`config.mk`:
```
export PLATFORM = sky130hd
export DESIGN_NAME = hspi_pad_bridge
export DESIGN_NICKNAME = d
export VERILOG_FILES = /design/src/rtl/hspi_pkg.sv /design/src/rtl/sync_2ff.sv /design/src/rtl/hspi_pad_bridge.sv
export SDC_FILE = /design/constraint.sdc
export NUM_CORES = 1
export LEC_CHECK = 0
export CAP_MARGIN = 5
export CORE_MARGIN = 8
export CORE_UTILIZATION = 39
export DETAILED_ROUTE_END_ITERATION = 10
export GPL_TIMING_DRIVEN = 0
export HOLD_SLACK_MARGIN = 0.03
export PLACE_DENSITY = 0.79
export SETUP_SLACK_MARGIN = 0.15
export SLEW_MARGIN = 30
export SYNTH_ARGS = -nofsm -noshare
export SYNTH_HDL_FRONTEND = slang
export SYNTH_SLANG_ARGS = --single-unit
```
`constraint.sdc`:
```
create_clock -name clock -period 2.01 [get_ports clock]
set_input_delay 0.402 -clock clock [delete_from_list [all_inputs] [get_ports clock]]
set_output_delay 0.402 -clock clock [all_outputs]
set_load 0.01 [all_outputs]
```
`src/rtl/hspi_pkg.sv`:
```
// hspi_pkg: shared direction state encoding, turnaround counter width and default sizes for the HSPI pad bridge
package hspi_pkg;
  localparam int CNT_W = 4;
  localparam int DW_DEF = 16;
  localparam int TURN_CYC_DEF = 2;
  typedef enum logic [1:0] {RX, TURN_TX, TX, TURN_RX} dir_t;
endpackage

```
`src/rtl/sync_2ff.sv`:
```
// sync_2ff: single-bit two-flop synchroniser (clock, reset, d -> q) with synchronous active-high reset
module sync_2ff (
  input  logic clock,
  input  logic reset,
  input  logic d,
  output logic q
);
  logic meta;
  always_ff @(posedge clock) begin
    if (reset) {q, meta} <= 2'b00;
    else {q, meta} <= {meta, d};
  end
endmodule

```
`src/rtl/hspi_pad_bridge.sv`:
```
// hspi_pad_bridge: HSPI core-to-pad bridge (core tx/rx, pad data/oeb/strobes, async_in->sync_out); HSPI_LOOPBACK_EN adds loopback port
module hspi_pad_bridge
  import hspi_pkg::*;
#(
  parameter int DW = DW_DEF,
  parameter int SYNC_N = 8,
  parameter int TURN_CYC = TURN_CYC_DEF
) (
  input  logic              clock,
  input  logic              reset,
  input  logic              core_oen,
  input  logic              core_tx_enable,
  input  logic [DW-1:0]     core_tx_data,
  output logic              core_tx_ready,
  output logic              core_rx_enable,
  output logic [DW-1:0]     core_rx_data,
  output logic              err_drop,
  input  logic [DW-1:0]     pad_in,
  output logic [DW-1:0]     pad_out,
  output logic [DW-1:0]     pad_oeb,
  input  logic              pad_rx_en_in,
  output logic              pad_tx_en_out,
`ifdef HSPI_LOOPBACK_EN
  input  logic              loopback,
`endif
  input  logic [SYNC_N-1:0] async_in,
  output logic [SYNC_N-1:0] sync_out
);
  localparam logic [CNT_W-1:0] TURN_LD = CNT_W'(TURN_CYC - 1);
  dir_t state, state_n;
  logic [CNT_W-1:0] cnt, cnt_n;
  logic lb, turn_start, tx_go;
`ifdef HSPI_LOOPBACK_EN
  assign lb = loopback;
`else
  assign lb = 1'b0;
`endif
  assign turn_start = (state == RX && !core_oen) || (state == TX && core_oen);
  assign core_tx_ready = lb || state == TX;
  assign tx_go = state == TX && state_n == TX;
  always_comb begin
    state_n = lb ? RX :
              state == RX ? (core_oen ? RX : TURN_TX) :
              state == TX ? (core_oen ? TURN_RX : TX) :
              cnt != '0 ? state :
              state == TURN_TX ? TX : RX;
    cnt_n = turn_start ? TURN_LD : cnt != '0 ? cnt - CNT_W'(1) : cnt;
  end
  always_ff @(posedge clock) begin
    if (reset) begin
      state <= RX;
      cnt <= '0;
      pad_oeb <= '1;
      pad_out <= '0;
      pad_tx_en_out <= 1'b0;
      core_rx_enable <= 1'b0;
      core_rx_data <= '0;
      err_drop <= 1'b0;
    end else begin
      state <= state_n;
      cnt <= cnt_n;
      pad_oeb <= {DW{state_n != TX}};
      pad_tx_en_out <= tx_go && core_tx_enable;
      pad_out <= !tx_go ? '0 : core_tx_enable ? core_tx_data : pad_out;
      core_rx_enable <= lb ? core_tx_enable : state == RX && pad_rx_en_in;
      core_rx_data <= lb ? core_tx_data : state == RX ? pad_in : '0;
      err_drop <= err_drop || (core_tx_enable && !core_tx_ready);
    end
  end
  for (genvar i = 0; i < SYNC_N; i++) begin : g_sync
    sync_2ff u_sync (
      .clock(clock),
      .reset(reset),
      .d(async_in[i]),
      .q(sync_out[i])
    );
  end
endmodule

```
==> flow_metrics.py <==
metrics = {
    "sta": {
        "timing.final.setup_violations": 0,
        "period_needed_ps": 1840,
        "max_slew.worst_pin.slew_ps": 446,
        "max_freq_mhz": 543,
        "final.setup.tns_ps": 0,
        "maxSlewHeadroom_pct": 70.2,
        "fin_worst_skew_ps": 9.07,
        "finalHoldWorstSlack_ps": 435,
        "hold_viol": 0,
        "layout_worst_path_cycle_share_pct": 91.6,
        "timing_max_transition_violations_final": 0,
        "setup_repair_after_global_routing_missed_its_margin": "yes",
    },
    "cts": {
        "numCtsBuffers": 9,
        "cts_sinks": 58,
        "clk_path_buf_depth": 2,
        "clk_pin_slew_worst_paths_ps": 70,
        "clock_tree_from_tritoncts": "done",
        "clk_latency_ps": 320,
        "clock_tree.htree_level_count": 3,
        "buffer_cell_driving_the_clock_tree_root": "sky130_fd_sc_hd__clkbuf_8",
    },
    "synth": {
        "seq_area_frac_synth_pct": 57.3,
        "ys_top_cells_by_area": "sky130_fd_sc_hd__dfxtp_1, sky130_fd_sc_hd__buf_4, sky130_fd_sc_hd__mux2i_1",
        "synthDistinctLibCells": 24,
        "library_cell_occupying_the_most_area_in_the_post_synthesis_netlist": "sky130_fd_sc_hd__dfxtp_1",
        "syn_area_per_cell_um2": 10.9,
        "netlist.area_leader.share_pct": 57.3,
        "synth_area_um2": 2030,
        "synth.ff_latch_count": 58,
        "yosysWarnings": 0,
        "syn-instance-count": 186,
        "mappedNetlistNets": 233,
    },
    "route": {
        "top_signal_layer_used": "met4",
        "post-route-drc-count": 0,
        "route.detailed.wl_per_inst_um": 13.6,
        "wirelength_um": 5120,
        "drt.antenna.violating_nets": 0,
        "wl_met3_um": 507,
        "dr_wl_met2_um": 2610,
        "num_vias": 1616,
        "wl_met1_um": 1900,
        "first_drt_pass_iteration_count": 4,
        "drt_iter0_drc": 32,
        "post_drt_via_cell_ratio": 4.29,
    },
    "cells_and_area": {
        "layout.core_utilization_pct": 67.5,
        "fillers": 417,
        "drive_above_1_share_pct": 16.0,
        "fin_cells": 377,
        "finish.net_count": 349,
        "layout-area-overhead-vs-synth_pct": 69.2,
        "diodes": 0,
    },
    "critical_path": {
        "worstPathArrival_ps": 1440,
        "critical_path.slowest_cell": "sky130_fd_sc_hd__clkdlybuf4s50_1",
        "worstPathBufferInverterCount": 3,
        "worst_path_dominant_cell_family": "buffers and inverters",
        "cp_data_required_time_ps": 1610,
        "end_kind": "output port",
        "startpoint_type": "flop",
        "cp_cell_sequence": "buf_12 > buf_4 > clkdlybuf4s50_1",
        "worst_path_largest_cell_delay_ps": 540,
        "worst-setup-path-type": "flop to output port",
        "worstPathMaxFanout": 8,
    },
    "floorplan": {
        "die_x_um": 88.1,
        "ios": 105,
        "dieArea_um2": 7760,
        "starting_density_of_the_core_pct": 39.9,
        "die_h_um": 88.1,
        "fp-row-count": 26,
        "core_area_um2": 5070,
    },
    "job": {
        "count_of_maximum_capacitance_violations": 0,
    },
    "placed_design": {
        "gpl.final_weighted_congestion": 0.704,
        "port_buffers": 103,
        "placed_cells": 359,
        "dp_hpwl_um": 3870,
    },
    "hold_path": {
        "worstHoldPathType": "flop to flop",
    },
    "status": {
        "outcome": "finished clean",
    },
    "global_route": {
        "grtUsageTotal_pct": 13.1,
        "vias_in_the_first_global_route": 1675,
        "grt_pass1_wl_um": 7720,
        "number_of_antenna_violations_at_the_first_check_in_global_routing": 0,
        "pin_count_of_the_biggest_net_entering_global_routing": 17,
        "global_route.overflow_total": 0,
    },
    "power": {
        "totalPowerFinal_uw": 3790,
        "leakage_uw": 0.00140,
        "vdd.ir_drop.worst_uv": 740,
        "power.density_nw_per_um2": 1110,
    },
}
cells by family after synthesis:
kind of cell             share of synthesized area [%]
flip-flops                                        57.3
multiplexers                                      7.91
AO/OA/AOI/OAI                                     2.53
XOR/XNOR                                          1.73
buffers and inverters                             11.8
AND/OR/NAND/NOR                                   17.5
adder cells (fa/ha/maj)                           1.24
final timing paths:
check	start	end	slack, ps	cells past startpoint
worst max-delay path	pad_oeb[0]	pad_oeb[6]	170	3
worst min-delay path	g_sync[6].u_sync.meta	g_sync[6].u_sync.q	440	1
worst max register to register	cnt[0]	state[1]	490	5
worst min register to register	g_sync[6].u_sync.meta	g_sync[6].u_sync.q	440	1
final cells by class:
cell class,instances,area (µm²),area share [%]
Buffer,30,220,6.43
Clock buffer,10,138,4.02
Clock inverter,6,88.8,2.59
Inverter,5,18.8,0.548
Multi-Input combinational cell,93,631,18.4
Sequential cell,58,1160,34.0
Tap cell,70,87.6,2.56
Timing Repair Buffer,105,1080,31.5
synth_stat cells:
| master | number |
|---|---|
| sky130_fd_sc_hd__and2_1 | 17 |
| sky130_fd_sc_hd__buf_8 | 1 |
| sky130_fd_sc_hd__buf_4 | 23 |
| sky130_fd_sc_hd__nand2_1 | 1 |
| sky130_fd_sc_hd__nor4_1 | 2 |
| sky130_fd_sc_hd__clkbuf_1 | 3 |
| sky130_fd_sc_hd__buf_2 | 2 |
| sky130_fd_sc_hd__nand2b_1 | 2 |
| sky130_fd_sc_hd__nor2_1 | 19 |
| sky130_fd_sc_hd__nor3_1 | 2 |
| sky130_fd_sc_hd__o41a_1 | 1 |
| sky130_fd_sc_hd__nor3b_1 | 1 |
| sky130_fd_sc_hd__or3_1 | 2 |
| sky130_fd_sc_hd__a21oi_1 | 4 |
| sky130_fd_sc_hd__o21ai_0 | 1 |
| sky130_fd_sc_hd__nor2b_1 | 17 |
| sky130_fd_sc_hd__xnor2_1 | 4 |
| sky130_fd_sc_hd__inv_1 | 5 |
| sky130_fd_sc_hd__a2111oi_2 | 1 |
| sky130_fd_sc_hd__buf_6 | 1 |
| sky130_fd_sc_hd__dfxtp_1 | 58 |
| sky130_fd_sc_hd__mux2i_1 | 16 |
| sky130_fd_sc_hd__ha_1 | 2 |
| sky130_fd_sc_hd__or3b_4 | 1 |
sequential cells by signal (all words and copies together), names as in the netlist:
| register | count |
|---|---|
| pad_tx_en_out | 1 |
| pad_oeb | 1 |
| core_rx_data | 16 |
| pad_out | 16 |
| core_rx_enable | 1 |
| g_sync.u_sync.q | 8 |
| err_drop | 1 |
| cnt | 4 |
| state | 2 |
| g_sync.u_sync.meta | 8 |
power by group:
part	total [µW]	switching (µW)	internal [µW]	leakage, µW
clock	1200	465	733	0.000109
combinational	1200	480	721	0.000818
sequential	1390	86.3	1300	0.000476
total	3790	1030	2760	0.00140
through the flow:
step,instance area (µm²),worst slack (ps)
5_1_grt,3430,130
4_1_cts,3380,172
3_3_place_gp,3140,-225
6_report,3430,170
2_1_floorplan,2030,601
3_5_place_dp,3140,-207
layout by cell type (no fill, tap or decap), types with 3 or more instances in the layout:
master / netlist / routed
sky130_fd_sc_hd__buf_4: 23 / 23
sky130_fd_sc_hd__xnor2_1: 4 / 4
sky130_fd_sc_hd__mux2i_1: 16 / 16
sky130_fd_sc_hd__clkbuf_1: 3 / 3
sky130_fd_sc_hd__nor2_1: 19 / 19
sky130_fd_sc_hd__a21oi_1: 4 / 4
sky130_fd_sc_hd__nor2b_1: 17 / 17
sky130_fd_sc_hd__and2_1: 17 / 17
sky130_fd_sc_hd__inv_1: 5 / 5
sky130_fd_sc_hd__clkbuf_8: 0 / 10
sky130_fd_sc_hd__dfxtp_1: 58 / 57
sky130_fd_sc_hd__dlymetal6s2s_1: 0 / 7
sky130_fd_sc_hd__clkdlybuf4s50_1: 0 / 95
metal layers:
| layer | global-route usage (%) | up-vias |
|---|---|---|
| li1 | - | 803 |
| met2 | 22.2 | 56 |
| met1 | 12.4 | 748 |
| met3 | 7.69 | 9 |
| met4 | 6.30 | 0 |
| met5 | 0 | - |
what timing repair did:
item,4_1_cts,5_1_grt
resized for setup,4,10
hold buffers,0,0
setup endpoints to repair,27,15
setup buffers,0,2
(Power assumes the default switching activity.)
